===== src/rtl/load_store_ctrl.sv =====
// load_store_ctrl
//   Byte/halfword/word load-store sequencer that sits between the core
//   control FSM and a single-port, fixed-latency data RAM. Sub-word stores
//   are done as read-modify-write. Loads are sign- or zero-extended.
//
// Parameters
//   MEM_AW  word-address width of the data RAM
//   RD_LAT  RAM read latency in clocks (1 or 2)
//
// Ports
//   clk, rst            clock; asynchronous active-low reset
//   req, we, funct3     request handshake (sampled only while ready=1)
//   addr, wdata         byte address, right-aligned store data
//   ready, done, err    idle flag, one-cycle completion pulse, error flag
//   rdata               extended load result (held between loads)
//   mem_addr, mem_wdata, mem_wren, mem_q   data RAM port
//
// Build option
//   LSU_MISALIGN_TRAP_EN  when defined, misaligned H/W accesses complete
//                         with err=1 and never touch the RAM.
module load_store_ctrl #(
    parameter int MEM_AW = 8,
    parameter int RD_LAT = 2
) (
    input  logic              clk,
    input  logic              rst,
    input  logic              req,
    input  logic              we,
    input  logic [2:0]        funct3,
    input  logic [31:0]       addr,
    input  logic [31:0]       wdata,
    output logic              ready,
    output logic              done,
    output logic [31:0]       rdata,
    output logic              err,
    output logic [MEM_AW-1:0] mem_addr,
    output logic [31:0]       mem_wdata,
    output logic              mem_wren,
    input  logic [31:0]       mem_q
);

    localparam logic [2:0] IDLE    = 3'd0;
    localparam logic [2:0] RD_WAIT = 3'd1;
    localparam logic [2:0] LD_CAP  = 3'd2;
    localparam logic [2:0] MERGE   = 3'd3;
    localparam logic [2:0] WR      = 3'd4;
    localparam logic [2:0] FIN     = 3'd5;
    localparam logic [2:0] ERR     = 3'd6;

    localparam logic [1:0] LAST_WAIT = 2'(RD_LAT - 1);

    logic [2:0]        state;
    logic              we_q;
    logic [2:0]        f3_q;
    logic [1:0]        lane_q;
    logic [MEM_AW-1:0] addr_q;
    logic [15:0]       wd_q;
    logic [31:0]       wr_q;
    logic [31:0]       rdata_q;
    logic [1:0]        cnt;

    logic              bad;
    logic [7:0]        byte_sel;
    logic [15:0]       half_sel;
    logic [31:0]       loaded;
    logic [31:0]       merged;

    // Upper address bits wrap modulo the RAM size.
    logic unused_addr;
    assign unused_addr = ^addr[31:MEM_AW+2];

    // Request legality, evaluated on the un-latched inputs at acceptance.
    always_comb begin
        bad = 1'b0;
        case (funct3)
            3'b000, 3'b001, 3'b010: bad = 1'b0;
            3'b100, 3'b101:         bad = we;
            default:                bad = 1'b1;
        endcase
`ifdef LSU_MISALIGN_TRAP_EN
        if (funct3[1:0] == 2'b01 && addr[0])
            bad = 1'b1;
        if (funct3 == 3'b010 && addr[1:0] != 2'b00)
            bad = 1'b1;
`endif
    end

    // Lane extraction and extension of the returned RAM word.
    always_comb begin
        byte_sel = mem_q[{lane_q, 3'b000} +: 8];
        half_sel = mem_q[{lane_q[1], 4'b0000} +: 16];
        case (f3_q)
            3'b000:  loaded = {{24{byte_sel[7]}}, byte_sel};
            3'b001:  loaded = {{16{half_sel[15]}}, half_sel};
            3'b100:  loaded = {24'd0, byte_sel};
            3'b101:  loaded = {16'd0, half_sel};
            default: loaded = mem_q;
        endcase
    end

    // Sub-word store: only SB (funct3[0]=0) and SH (funct3[0]=1) get here.
    always_comb begin
        merged = mem_q;
        if (!f3_q[0])
            merged[{lane_q, 3'b000} +: 8] = wd_q[7:0];
        else
            merged[{lane_q[1], 4'b0000} +: 16] = wd_q;
    end

    always_ff @(posedge clk or negedge rst) begin
        if (!rst) begin
            state   <= IDLE;
            we_q    <= 1'b0;
            f3_q    <= 3'd0;
            lane_q  <= 2'd0;
            addr_q  <= '0;
            wd_q    <= '0;
            wr_q    <= '0;
            rdata_q <= '0;
            cnt     <= '0;
        end else begin
            case (state)
                IDLE: begin
                    if (req) begin
                        we_q   <= we;
                        f3_q   <= funct3;
                        lane_q <= addr[1:0];
                        addr_q <= addr[MEM_AW+1:2];
                        wd_q   <= wdata[15:0];
                        cnt    <= '0;
                        if (bad) begin
                            state <= ERR;
                        end else if (we && funct3 == 3'b010) begin
                            wr_q  <= wdata;
                            state <= WR;
                        end else begin
                            state <= RD_WAIT;
                        end
                    end
                end
                RD_WAIT: begin
                    if (cnt == LAST_WAIT)
                        state <= LD_CAP;
                    else
                        cnt <= cnt + 2'd1;
                end
                LD_CAP: begin
                    if (we_q) begin
                        wr_q  <= merged;
                        state <= MERGE;
                    end else begin
                        rdata_q <= loaded;
                        state   <= FIN;
                    end
                end
                MERGE:   state <= FIN;
                WR:      state <= FIN;
                FIN:     state <= IDLE;
                ERR:     state <= IDLE;
                default: state <= IDLE;
            endcase
        end
    end

    assign ready     = (state == IDLE);
    assign done      = (state == FIN) || (state == ERR);
    assign err       = (state == ERR);
    assign mem_wren  = (state == WR) || (state == MERGE);
    assign mem_addr  = addr_q;
    assign mem_wdata = wr_q;
    assign rdata     = rdata_q;

endmodule


===== config.mk =====
export PLATFORM = sky130hd
export DESIGN_NAME = load_store_ctrl
export DESIGN_NICKNAME = d
export VERILOG_FILES = /design/src/rtl/load_store_ctrl.sv
export SDC_FILE = /design/constraint.sdc
export NUM_CORES = 1
export LEC_CHECK = 0
export CAP_MARGIN = 20
export CORE_AREA = 2 2 115 117
export DETAILED_ROUTE_END_ITERATION = 12
export DIE_AREA = 0 0 117 119
export PLACE_DENSITY = 0.79
export SYNTH_ARGS = -nofsm -noshare
export SYNTH_HDL_FRONTEND = slang
export SYNTH_SLANG_ARGS = --single-unit

===== constraint.sdc =====
create_clock -name clk -period 3.4 [get_ports clk]
set_input_delay 0.68 -clock clk [delete_from_list [all_inputs] [get_ports clk]]
set_output_delay 0.68 -clock clk [all_outputs]
set_load 0.005 [all_outputs]

=== Word-level counts from Yosys, hierarchy flattened ===
Index checks and enable logic that the tools add are counted.

* Flip-flop bits (word level): 99
* Word-level logic and storage cells: 74

* Equality and inequality tests: 20
* Add/subtract/negate cells: 3
* Shift operators: 6
* Bitwise gates (word level): 1
* Reductions and logical operators: 16
* Multiplexer cells: 19

{| class="wikitable"
|+ Operators with widths
! operator !! count
|-
| two-way mux 32 bit || 5
|-
| case mux 32 bit (4 select lines) || 1
|-
| bitwise mux 32 bit || 2
|-
| case mux 32 bit (2 select lines) || 1
|-
| variable shift 16 x 7 -> 32 bit, first input constant || 1
|-
| variable shift 8 x 7 -> 32 bit, first input constant || 1
|-
| indexed part select 16 x 7 -> 32 bit || 1
|-
| indexed part select 32 x 6 -> 16 bit || 1
|-
| indexed part select 32 x 6 -> 8 bit || 1
|-
| indexed part select 8 x 7 -> 32 bit || 1
|-
| == test 3 bit, second input constant || 7
|-
| two-way mux 3 bit || 5
|-
| negator 5 -> 7 bit || 2
|-
| case mux 3 bit (4 select lines) || 1
|-
| inequality test 2 bit, second input constant || 5
|-
| == test 3 x 1 -> 1 bit, second input constant || 3
|-
| == test 3 x 2 -> 1 bit, second input constant || 3
|-
| logical NOT 3 bit || 3
|-
| AND reduction 2 bit || 3
|-
| AND reduction 5 bit || 1
|-
| two-way mux 2 bit || 2
|-
| case mux 2 bit (2 select lines) || 1
|-
| nonzero test 2 bit || 2
|-
| OR reduction 2 bit || 2
|-
| 9 further kinds || 10
|}

=== Longest topological paths before layout ===
* Depth after elaboration: 6
* Depth in mapped cells: 9
* Depth with buffers taken out: 6

=== Least setup slack after synthesis ===
OpenSTA, ideal clock, no wires.

* Path type: register to register
* Start point: register lane_q[1]
* End point: register wr_q[16], in the netlist mem_wdata[16]
* Arrival: 2.393 ns
* Stages on the path, launching flop included: 10
* Period minus slack after synthesis: 2.496 ns
* Library setup time: 0.104 ns
* Data required time: 3.296 ns
* Setup slack: 0.904 ns
* Cells stage by stage: dfrtp_1 > clkbuf_1 > inv_1 > clkbuf_1 > ha_1 > clkbuf_1 > nand3b_1 > nor3_1 > a21oi_1 > a221oi_1

* Cells in the longest elaborated chain, start to end: 6

{| class="wikitable"
|+ RTL lines
! what !! RTL line !! text
|-
| start: declaration || 55 || <nowiki>logic [1:0] lane_q;</nowiki>
|-
| start signal: assignment || 127 || <nowiki>lane_q <= addr[1:0];</nowiki>
|-
| negator 5 -> 7 bit (on tied branches) || 107, 105 ||
|-
| indexed part select 16 x 7 -> 32 bit, or another cell as far along || 107 || <nowiki>merged[{lane_q[1], 4'b0000} +: 16] = wd_q;</nowiki>
|-
| bitwise mux 32 bit (on tied branches) || 107, 105 ||
|-
| two-way mux 32 bit * || 104 || <nowiki>if (!f3_q[0])</nowiki>
|-
| two-way mux 32 bit * || 148 || <nowiki>if (we_q) begin</nowiki>
|-
| case mux 32 bit (2 select lines) * || 122 || <nowiki>case (state)</nowiki>
|-
| end signal: assignment || 134 || <nowiki>wr_q <= wdata;</nowiki>
|-
| end signal: assignment || 149 || <nowiki>wr_q <= merged;</nowiki>
|-
| end: declaration || 58 || <nowiki>logic [31:0] wr_q;</nowiki>
|}

Mark *: on every way between the ends. The rest lies on a longest branch, timed or not. The select of a mux whose other input is x is not followed.
A chain may end at the register's enable or synchronous reset.

=== Final worst setup path ===
Same ends and word-level chain as after synthesis.

==> impl_metrics.ini <==
[sta]
worstMarginPinSlew_ns = 0.947
setup_tns_ns = 0
rsz0062_at_grt = no
hold_viol = 0
setup_viol = 0
skew_ns = 0.00531
fin_crit_sh = 0.778
slew_violations = 0
fin_crit_ns = 2.65
relSlewSlack = 0.367
fmax_ghz = 0.378
whs_ns = 0.409

[synth]
avgSynthCellArea_sq_um = 8.94
ys_async_sr_fraction = 1.00
synth-edff-count = 0
synth_area_leaders = dfrtp_1 42%, nand2_1 8.1%, mux2i_1 7.2%
ys.flop_type = dfrtp_1
ys_seq_area_frac = 0.425
synth_fp_nets = 761
synthCells = 652
yosysTopAreaCell = dfrtp_1
yosysWarnings = 0
synth_area_sq_um = 5830
ys_seq_elements = 99
yosys.area.top_type_share = 0.425
ys_types = 53

[critical_path]
ff2ff_path_depth = 6
cp-end-kind = register
start_kind = register
crit_chain = inv_1, ha_1, nand3b_1, nor3_1, a21oi_1, a221oi_1
worst-path-max-fanout = 18
critPathLaunch = lane_q[1]$_DFFE_PN0P_
r2r-start = lane_q[1]$_DFFE_PN0P_
cp-endpoint = mem_wdata[16]$_DFFE_PN0P_
critPathSlowestCell = nor3_1
path_class = reg -> reg
cp_slowest_stage_delay_ns = 0.64
r2r_slack_ns = 0.75
cp_data_required_time_ns = 3.62
crit_arrival_ns = 2.87
r2r_end = mem_wdata[16]$_DFFE_PN0P_

[layout]
layout_commonest_cell = clkdlybuf4s50_1
n_fill_cell = 1087
syn_to_final_growth_pct = 33.6
fin_nets = 887
diodes = 0
final_cell_mix = 155 x clkdlybuf4s50_1, 126 x nand2_1, 97 x dfrtp_1, 61 x a21oi_1, 42 x mux2i_1
drive_gt1_frac = 0.0614

[clocking]
htreeDepth = 3
cts_buffer_depth = 2
clock_sinks = 99
cts_hold_buffers = 0
cts_tree = done
worstSkewPairLatency_ns = 0.35
path_clk_slew_ns = 0.07
root_buffer = clkbuf_16
cts.repair.resized = 0
post-cts-setup-buffers = 0
numCtsBuffers = 9

[power_and_ir_drop]
leakage_nw = 3.35
pwr-share-clk = 0.150
sequentialPowerShare = 0.335
p_int_mw = 4.11
p_sw_frac = 0.398
combPwrFrac = 0.515
p_per_area_nw_per_um2 = 877
p_sw_mw = 2.72
ir_drop_mv = 0.408

[global_routing]
grt_overflow = 0
antenna_found_initial = 0
grt_usage = 0.268
grt_max_degree = 64
grt_pass1_vias = 5340
grt_pass1_wl_mm = 28.8

[outcome]
status = complete, no violations

[placed_design]
gp_congestion = 0.875
dp_hpwl_mm = 13.2
io_buffers = 156

[floorplanning]
core_sq_um = 12900
boundaryPins = 179
dieArea_sq_um = 13900
die_w_um = 117
fp-row-count = 42
die_h_um = 119
initial_core_util = 0.453

[detailed_routing]
dr.pass1.iters = 5
drtIter0Drc = 658
routed_wl_mm = 18.4
post_drt_wl_per_cell_um = 19.3
ant_nets = 0
vias_per_cell = 5.98
drc = 0
route.vias.total = 5727

[flow_run]
maxCapViolCount = 0

[min_path]
hold_path_class = in -> async
## critical path, delay by kind of cell (launching register included)
kind,cells,cell delay [ns]
AND/OR/NAND/NOR,2,0.75
AO/OA/AOI/OAI,2,0.56
flip-flops,1,0.41
buffers and inverters,1,0.40
adder cells (fa/ha/maj),1,0.39
## synthesized netlist by cell type (2+ instances only)
cell,count
buf_1,4
nor3b_1,2
a221o_1,8
clkbuf_1,27
nor2b_1,18
inv_1,8
a22o_1,8
ha_1,6
or3_1,8
dfrtp_1,99
a211o_1,8
a221oi_1,23
a311oi_1,7
mux2i_1,42
nor4bb_1,2
o31ai_1,8
nor2_1,36
nand4b_1,8
buf_2,22
o21ai_1,3
a22oi_1,15
nand3_2,10
o21ai_0,18
nor3_1,3
and3_1,9
a31oi_1,10
a21oi_1,61
nand2_1,126
nand3_1,23
a311o_1,7
## cells by family (layout without fill, tap and decap cells)
group / after synthesis / count (layout) / synth area share
AO/OA/AOI/OAI: 183 / 183 / 0.220
XOR/XNOR: 1 / 1 / 0.00150
adder cells (fa/ha/maj): 6 / 6 / 0.0129
buffers and inverters: 64 / 194 / 0.0479
flip-flops: 99 / 99 / 0.425
multiplexers: 43 / 43 / 0.0760
AND/OR/NAND/NOR: 256 / 256 / 0.217
## through the flow
| stage | power (mW) | area (sq um) | util | std cells | worst slack [ns] |
|---|---|---|---|---|---|
| after floorplan | 4.18 | 5830 | - | 652 | 0.904 |
| after global placement | 5.61 | 7490 | 0.582 | 942 | 0.743 |
| after detailed placement | 5.76 | 7490 | 0.582 | 942 | 0.641 |
| after CTS | 6.82 | 7780 | 0.605 | 957 | 0.775 |
| after global routing | 7.30 | 7790 | 0.605 | 958 | 0.552 |
| final | 6.83 | 7790 | 0.605 | 958 | 0.755 |
## power by group through the flow
stage | logic, mW | registers (mW) | clock network [mW]
floorplan | 2.02 | 2.15 | 0
global placement | 3.35 | 2.26 | 0
detailed placement | 3.47 | 2.29 | 0
CTS | 3.49 | 2.28 | 1.05
global route | 3.84 | 2.35 | 1.10
finish | 3.52 | 2.29 | 1.03
## worst min path at each step
stage	slack [ns]	depth (start not counted)	to
5_1_grt	0.48	1	mem_wdata[0]$_DFFE_PN0P_
4_1_cts	0.45	1	mem_wdata[4]$_DFFE_PN0P_
3_5_place_dp	0.47	2	mem_addr[3]$_DFFE_PN0P_
6_report	0.41	1	mem_wdata[4]$_DFFE_PN0P_
3_3_place_gp	0.46	2	mem_addr[3]$_DFFE_PN0P_
2_1_floorplan	0.38	0	cnt[0]$_DFFE_PN0P_
## metal layers
layer	global-route usage	wire length, um	share of wire
met1	0.386	7900	0.43
met3	0.0402	1400	0.076
met4	0.137	749	0.041
met2	0.391	8390	0.46
met5	0	0	0
## state kept, by name, summed over array words and instances (netlist names)
register / flops
cnt: 2
rdata: 32
wd_q: 16
state: 3
lane_q: 2
mem_addr: 8
f3_q: 3
we_q: 1
mem_wdata: 32
## layout make-up
type | instances | area [sq um] | share of cell area
multi-input combinational | 489 | 3070 | 0.395
sequential | 99 | 2480 | 0.318
timing repair buffer | 170 | 1690 | 0.217
clock buffer | 11 | 243 | 0.0312
tap | 176 | 220 | 0.0283
clock inverter | 4 | 51.3 | 0.00658
inverter | 9 | 33.8 | 0.00434
Power figures use the tool's default switching activity.
